**config.mk**
```make
export PLATFORM = sky130hd
export DESIGN_NAME = reg_file_param
export DESIGN_NICKNAME = d
export VERILOG_FILES = /design/src/rtl/reg_file_param.sv
export SDC_FILE = /design/constraint.sdc
export NUM_CORES = 1
export LEC_CHECK = 0
export CELL_PAD_IN_SITES_DETAIL_PLACEMENT = 1
export CELL_PAD_IN_SITES_GLOBAL_PLACEMENT = 1
export CORE_MARGIN = 3
export CORE_UTILIZATION = 36
export CTS_CLUSTER_SIZE = 12
export DETAILED_ROUTE_END_ITERATION = 6
export GPL_TIMING_DRIVEN = 1
export HOLD_SLACK_MARGIN = 0.05
export PLACE_DENSITY_LB_ADDON = 0.1
export SLEW_MARGIN = 20
export SYNTH_ARGS = -nofsm -noshare
export SYNTH_HDL_FRONTEND = slang
export SYNTH_SLANG_ARGS = --single-unit
export TNS_END_PERCENT = 5
```
**constraint.sdc**
```tcl
create_clock -name CLK -period 1.5 [get_ports CLK]
set_input_delay 0.225 -clock CLK [delete_from_list [all_inputs] [get_ports CLK]]
set_output_delay 0.225 -clock CLK [all_outputs]
set_load 0.005 [all_outputs]
```
**src/rtl/reg_file_param.sv**
```systemverilog
// Parameterised register file with a per-register busy scoreboard, same-cycle
// write bypass on both read ports, and a one-register-per-cycle clear sweep.
module reg_file_param #(
    parameter int WIDTH    = 4,
    parameter int DEPTH    = 4,
    parameter int ZERO_REG = 0,
    localparam int AW      = $clog2(DEPTH)
) (
    input  logic             CLK,
    input  logic             RST,
    input  logic [AW-1:0]    RS,
    input  logic [AW-1:0]    RT,
    input  logic [AW-1:0]    RW,
    input  logic [WIDTH-1:0] DW,
    input  logic             RG_WE,
    input  logic             RSV,
    input  logic [AW-1:0]    RSV_A,
    input  logic             CLR,
    output logic [WIDTH-1:0] CRS,
    output logic [WIDTH-1:0] CRT,
    output logic             BUSY_RS,
    output logic             BUSY_RT,
    output logic             CLR_BUSY,
    output logic [0:0]       DBG_STATE
);

    localparam logic [0:0] S_IDLE  = 1'b0;
    localparam logic [0:0] S_SWEEP = 1'b1;

    logic [WIDTH-1:0] rf_q [DEPTH];
    logic [WIDTH-1:0] rf_d [DEPTH];
    logic [DEPTH-1:0] busy_q;
    logic [DEPTH-1:0] busy_d;
    logic [0:0]       state_q;
    logic [0:0]       state_d;
    logic [AW-1:0]    idx_q;
    logic [AW-1:0]    idx_d;

    logic idle;
    logic wr_ok;
    logic rsv_ok;
    logic rs_zero;
    logic rt_zero;

    assign idle    = (state_q == S_IDLE);
    assign rs_zero = (ZERO_REG != 0) && (RS == '0);
    assign rt_zero = (ZERO_REG != 0) && (RT == '0);

    // Writes and reserves are only accepted in IDLE when no sweep is being started.
    assign wr_ok  = RG_WE && idle && !CLR && !((ZERO_REG != 0) && (RW == '0));
    assign rsv_ok = RSV && idle && !CLR && !((ZERO_REG != 0) && (RSV_A == '0));

    always_comb begin
        CRS = rf_q[RS];
        if (rs_zero) begin
            CRS = '0;
        end else if (wr_ok && (RW == RS)) begin
            CRS = DW;
        end
        CRT = rf_q[RT];
        if (rt_zero) begin
            CRT = '0;
        end else if (wr_ok && (RW == RT)) begin
            CRT = DW;
        end
    end

    assign BUSY_RS   = rs_zero ? 1'b0 : busy_q[RS];
    assign BUSY_RT   = rt_zero ? 1'b0 : busy_q[RT];
    assign CLR_BUSY  = (state_q == S_SWEEP);
    assign DBG_STATE = state_q;

    always_comb begin
        rf_d    = rf_q;
        busy_d  = busy_q;
        state_d = state_q;
        idx_d   = idx_q;
        case (state_q)
            S_IDLE: begin
                if (CLR) begin
                    state_d = S_SWEEP;
                    idx_d   = '0;
                end else begin
                    if (wr_ok) begin
                        rf_d[RW]   = DW;
                        busy_d[RW] = 1'b0;
                    end
                    // Applied after the write so a same-address reserve wins.
                    if (rsv_ok) begin
                        busy_d[RSV_A] = 1'b1;
                    end
                end
            end
            S_SWEEP: begin
                rf_d[idx_q]   = '0;
                busy_d[idx_q] = 1'b0;
                if (idx_q == AW'(DEPTH - 1)) begin
                    state_d = S_IDLE;
                    idx_d   = '0;
                end else begin
                    idx_d = idx_q + AW'(1);
                end
            end
            default: begin
                state_d = S_IDLE;
                idx_d   = '0;
            end
        endcase
    end

    always_ff @(posedge CLK or posedge RST) begin
        if (RST) begin
            for (int i = 0; i < DEPTH; i++) begin
                rf_q[i] <= '0;
            end
            busy_q  <= '0;
            state_q <= S_IDLE;
            idx_q   <= '0;
        end else begin
            rf_q    <= rf_d;
            busy_q  <= busy_d;
            state_q <= state_d;
            idx_q   <= idx_d;
        end
    end

endmodule
```
==> results of run 1 <==
==> cells by family after synthesis <==
logic type,Yosys count,share of synthesized area [%]
multiplexers,35,33.4
flip-flops,23,39.5
buffers and inverters,17,5.76
AO/OA/AOI/OAI,6,3.18
adder cells (fa/ha/maj),4,3.44
AND/OR/NAND/NOR,32,12.3
XOR/XNOR,4,2.41
==> final cells by class <==
type	instances	area (sq um)
Inverter	8	30.0
Clock buffer	4	45.0
Fill cell	395	1690
Multi-Input combinational cell	81	871
Timing Repair Buffer	51	495
Sequential cell	23	576
Tap cell	48	60.1
==> synthesized netlist by cell type, drive strengths merged <==
cell	count
mux4	10
a32o	2
o22ai	2
mux2	9
a22o	1
nand3b	2
nand2	22
and3	1
nor2	1
and3b	1
a21oi	1
nor3b	2
inv	8
xnor2	4
nand3	3
dfrtp	23
buf	9
ha	4
mux2i	16
==> timing repair <==
action	in CTS	in global routing
hold buffers	0	0
setup endpoints to repair	18	21
buffers inserted	3	0
pin swaps	3	1
resized for setup	56	6
==> power groups by stage <==
stage | logic, mW | registers, mW | clock network [mW]
after CTS | 1.03 | 0.925 | 0.396
after detailed placement | 1.00 | 0.937 | 0
after global placement | 0.971 | 0.921 | 0
after floorplan | 0.581 | 0.888 | 0
after global routing | 1.11 | 0.947 | 0.420
final | 1.01 | 0.921 | 0.386
==> worst max-delay path, stage by stage <==
cell,delay (ps)
clkdlybuf4s50_1,460
nor3b_4,180
buf_6,150
nand3_4,100
buf_6,150
mux2_4,300
buf_6,120
==> registers in the layout, summed over array words and instances, names as in the netlist <==
| signal | cells |
|---|---|
| idx_q | 2 |
| busy_q | 4 |
| CLR_BUSY | 1 |
| rf_q | 16 |
==> worst min path at each step <==
stage	slack (ps)	cells after the start	startpoint	end
2_1_floorplan	230	1	RST	CLR_BUSY
3_5_place_dp	540	2	rf_q[4]	rf_q[4]
6_report	300	3	RST	rf_q[10]
5_1_grt	350	3	RST	rf_q[9]
4_1_cts	310	3	RST	rf_q[10]
3_3_place_gp	530	2	rf_q[4]	rf_q[4]
==> placed cells by master, fill, tap and decap left out, types with 2 or more instances in the layout <==
master / synthesis / final
mux2_4: 0 / 5
inv_1: 8 / 8
a32o_1: 2 / 2
mux2i_1: 16 / 16
buf_6: 1 / 7
ha_1: 4 / 4
clkdlybuf4s50_1: 0 / 11
mux2_2: 9 / 4
clkbuf_8: 0 / 3
o22ai_1: 2 / 2
dfrtp_1: 23 / 23
nand2_1: 22 / 22
nand3_4: 0 / 2
buf_4: 1 / 17
mux4_2: 10 / 10
xnor2_2: 0 / 4
clkbuf_2: 0 / 4
clkdlybuf4s15_2: 0 / 2
nor3b_4: 2 / 2
dlygate4sd2_1: 0 / 5
buf_12: 0 / 4
==> through the flow <==
step	utilization, %	cell area (sq um)	setup TNS (ps)	setup slack (ps)
4_1_cts	55.4	2090	-3550	-410
5_1_grt	55.1	2080	-4260	-470
6_report	55.1	2080	-3020	-408
3_3_place_gp	51.5	1940	-12560	-831
2_1_floorplan	-	1470	-59.2	-7.41
3_5_place_dp	51.5	1940	-12930	-840
==> per-layer routing <==
layer	global-route usage (%)	wire (um)	vias up
met1	22.5	1800	548
met4	5.21	31	0
met2	30.1	1960	21
li1	-	-	517
met3	2.46	107	4
met5	0	0	-
==> metrics, run 1 <==
CTS buffer count=3; Post-Syn Area=1460 sq um; Syn Area/Cell=approximately 12 sq um; top cell type's share of synthesized area=39.5%; Non-Filler Instances=215; Worst Max-Slew Pin Slew=~310 ps; Worst setup startpoint=RG_WE; Final WS setup=-408 ps; Routed WL=3900 um; hold slack=around 300 ps; CP max FO=3; r2r worst-path depth=6; later-pin clock latency in the skew report=260 ps; Worst Skew=4.61 ps; RePlAce Congestion=roughly 0.77; RSZ-0062 raised after global routing=true; antenna violations before repair=0; Net Sw Power=0.777 mW; unique cell type count in the Yosys netlist=23; Final min period=approximately 1900 ps; Rel. slew slack=79.5%; Via density=5.07; clock sinks=23; sequential power share=39.8%; Hold Crit Class=input pin to asynchronous set/reset pin; Setup crit end=CRT[2]; overall power=2.31 mW; via count=1090; max-cap viol count=0; ranking of synthesized cells by area=dfrtp_1 (40%), mux4_2 (15%), mux2i_1 (11%); Die X-Extent=69.6 um; Power Internal=1.54 mW; detailed-route DRC error count=0; Routed Antenna Nets=0; row cnt=22; Max H-tree Level=1; power density cells=1110 nW/um^2; final period utilization=127%; YS warnings=0; layout cell share with drive strength beyond 1=40.1%; area leader, netlist=dfrtp_1; Highest Clock Rate=524 MHz; CP startpoint kind=input pin; critical path capture point type=primary output; DR iter-0 viols=34; largest net degree at the start of global routing=24; outcome=finished, violations left; Synth Register Bits=23; worst vdd ir=0.000755 V; count of final max-slew check failures=0; die area=~4800 sq um; RR Startpoint=CLR_BUSY; WP data arrival=1680 ps; flop-to-flop setup slack=0 ps; Final Setup Violations=14; root buffer cell=clkbuf_8; area delta synth->final=42.6%; clock slew at reported path FFs=80 ps; core area=roughly 3800 sq um; Worst R2R End=rf_q[15]; Max clock buf depth=2; Starting Density=38.6%; CTS tree=yes; combinational share of power=between 40% and 50%; Overall Global Routing Usage=17.4%; failing checks=negative setup slack; n_diodes=0; PortBufs=28; Sw Share=33.6%; global-route wire length before repair=6440 um; Hold Fails Final Rpt=0; Final HPWL DP=3000 um; sequential area share after synthesis=39.5%; Initial DRT Pass Iterations=3; # IOs=29; Gate Count Post-Synth=121; clock share of power=16.7%; placed insts=about 210; die span in y=between 60 and 70 um; Routed wire per std cell=approximately 18 um; Final nets=189; Post-Syn Nets=142; kind of critical path=input pin to primary output; total gr overflow=0; Leak=1.02 nW; vias in the first global route=roughly 1300; Req. time, crit path=1270 ps
Power figures use the tool's default switching activity.
==> run 2, diff against run 1 <==
Settings changed: CORE_ASPECT_RATIO from default to 0.7, CORE_UTILIZATION 36 to 41.
Clock period 1.5 ns to 2.5 ns, I/O delays scaled along.
==> metrics, run 2 (synthesized netlist as in run 1, its figures left out) <==
RSZ-0062 raised after global routing=false (was true); die span in y=55.9 um (was 69.6 um); kind of critical path=input pin to primary output (unchanged); setup TNS=0 ps (was -3020 ps); n_diodes=0 (unchanged); Worst Skew=7.74 ps (was 4.61 ps); most frequent cells in the layout=dfrtp_1 (23), nand2_1 (22), clkdlybuf4s50_1 (18) (was dfrtp_1 (23), nand2_1 (22), buf_4 (17)); DR iter-0 viols=33 (was 34); Final HPWL DP=3190 um (was 3000 um); Finished Cell Area=1920 sq um (was 2080 sq um); Highest Clock Rate=416 MHz; critical path's top delay family=buffers and inverters (unchanged); Worst R2R End=rf_q[15] (unchanged); root buffer cell=clkbuf_8 (unchanged); max-cap viol count=0 (unchanged); final core occ=58.7% (was 55.1%); critical path capture point type=primary output (unchanged); via count=1127 (was 1090); Initial DRT Pass Iterations=4 (was 3); Largest Register=rf_q (unchanged); final period utilization=96.2%; vias in the first global route=1277 (was 1268); WP data arrival=2030 ps (was 1680 ps); CP max FO=5 (was 3); Worst Max-Slew Pin Slew=449 ps (was 307 ps); PortBufs=28 (unchanged); clock slew at reported path FFs=90 ps (was 80 ps); Via density=5.44 (was 5.07); Final min period=2410 ps; layout cell share with drive strength beyond 1=28.1% (was 40.1%); Hold Fails Final Rpt=0 (unchanged); Leak=0.946 nW (was 1.02 nW); Routed wire per std cell=20.1 um (was 18.1 um); row cnt=17 (was 22); CTS tree=yes (unchanged); Max H-tree Level=1 (unchanged); worst vdd ir=0.000416 V (was 0.000755 V); CP cell instances=clkdlybuf4s50_1 > buf_6 > mux4_2 > mux2_2 > dlygate4sd2_1 (was clkdlybuf4s50_1 > nor3b_4 > buf_6 > nand3_4 > buf_6 > mux2_4 > buf_6); clock sinks=23 (unchanged); later-pin clock latency in the skew report=270 ps (was 260 ps); largest net degree at the start of global routing=24 (unchanged); outcome=complete, no violations (was finished, violations left); RePlAce Congestion=0.761 (was 0.765); Rel. slew slack=70.0% (was 79.5%); biggest regs=rf_q (16), busy_q (4), idx_q (2) (unchanged); area of the multi-input gates=810 sq um (was 871 sq um); count of final max-slew check failures=0 (unchanged); CP Buf/Inv Count=3 (was 4); flop-to-flop setup slack=870 ps (was 0 ps); Hold Buf Count CTS=0 (unchanged); Req. time, crit path=2120 ps (was 1270 ps); detailed-route DRC error count=0 (unchanged); r2r worst-path depth=4 (was 6); Sequential cell area=576 sq um (unchanged); global-route wire length before repair=6820 um (was 6440 um); fillers=364 (was 395); slowest stage delay, CP=500 ps (was 460 ps); RR Startpoint=CLR_BUSY (unchanged); antenna violations before repair=0 (unchanged); max reg flops=16 (unchanged); Crit-path slowest cell=mux4_2 (was clkdlybuf4s50_1); Routed WL=4160 um (was 3900 um); overall power=1.35 mW (was 2.31 mW); commonest non-fill, non-tap cell in the layout=dfrtp_1 (unchanged); Hold Crit Class=input pin to asynchronous set/reset pin (unchanged); Starting Density=44.5% (was 38.6%); Area after DPL=1850 sq um (was 1940 sq um); total gr overflow=0 (unchanged); Overall Global Routing Usage=20.7% (was 17.4%); CTS buffer count=3 (unchanged); power density cells=703 nW/um^2 (was 1110 nW/um^2); Max clock buf depth=2 (unchanged); area delta synth->final=32.0% (was 42.6%); core area=3280 sq um (was 3770 sq um); Final nets=182 (was 189); Routed Antenna Nets=0 (unchanged); Final Setup Violations=0 (was 14); CP startpoint kind=input pin (unchanged); hold slack=457 ps (was 301 ps); Die X-Extent=77.2 um (was 69.6 um); die area=4310 sq um (was 4840 sq um); # IOs=29 (unchanged)
==> run 2: cell types whose count changed in the layout (fill, tap and decap cells not counted), sizes merged <==
cell / previous run / this run
clkbuf: 8 / 4
clkdlybuf4s50: 11 / 18
buf: 28 / 16
clkdlybuf4s15: 2 / 0
dlygate4sd2: 5 / 9
==> run 2: through the flow <==
stage | worst slack, ps | instances
CTS | 36.2 | 207
finish | 93.9 | 207
floorplan | 805 | 121
global placement | -148 | 202
detailed placement | -170 | 202
global route | 36.9 | 207
==> run 2: how the worst max path moves through the flow <==
stage / start / to / slack (ps) / depth (start not counted)
2_1_floorplan: CLR_BUSY / CRS[0] / 810 / 4
3_3_place_gp: RS[1] / CRS[2] / -150 / 6
3_5_place_dp: RS[1] / CRS[2] / -170 / 6
4_1_cts: RS[0] / BUSY_RS / 40 / 5
5_1_grt: RS[0] / CRS[0] / 40 / 5
6_report: RT[1] / CRT[3] / 90 / 5
==> run 2: where the power goes <==
part | switching (mW) | internal, mW | leakage [nW]
clock network | 0.120 | 0.114 | 0.0228
registers | 0.0866 | 0.470 | 0.309
logic | 0.262 | 0.298 | 0.614
==> run 2: cell type report <==
type                    count  share of cell area [%]
inverters                   8                    1.56
clock buffers               4                    2.34
flip-flops and latches     23                    29.9
multi-input cells          81                    42.1
repair buffers             44                    21.0
well taps                  47                    3.06
==> run 2: what timing repair did <==
item | 4_1_cts | 5_1_grt
setup endpoints to repair | 8 | 1
pin swaps | 1 | 0
resized for setup | 14 | 1
setup buffers | 1 | 0
==> run 2: layer usage <==
metal / track usage, % / up-vias / part of all wire, %
met5: 0 / - / 0
met4: 4.57 / 0 / 1.6
met3: 4.69 / 7 / 3.2
met2: 34.8 / 23 / 49
met1: 27.2 / 589 / 46
li1: - / 508 / -
==> run 2: worst min-delay path: stages <==
cell and delay (ps):
clkdlybuf4s50_1 400, inv_1 50, buf_4 300
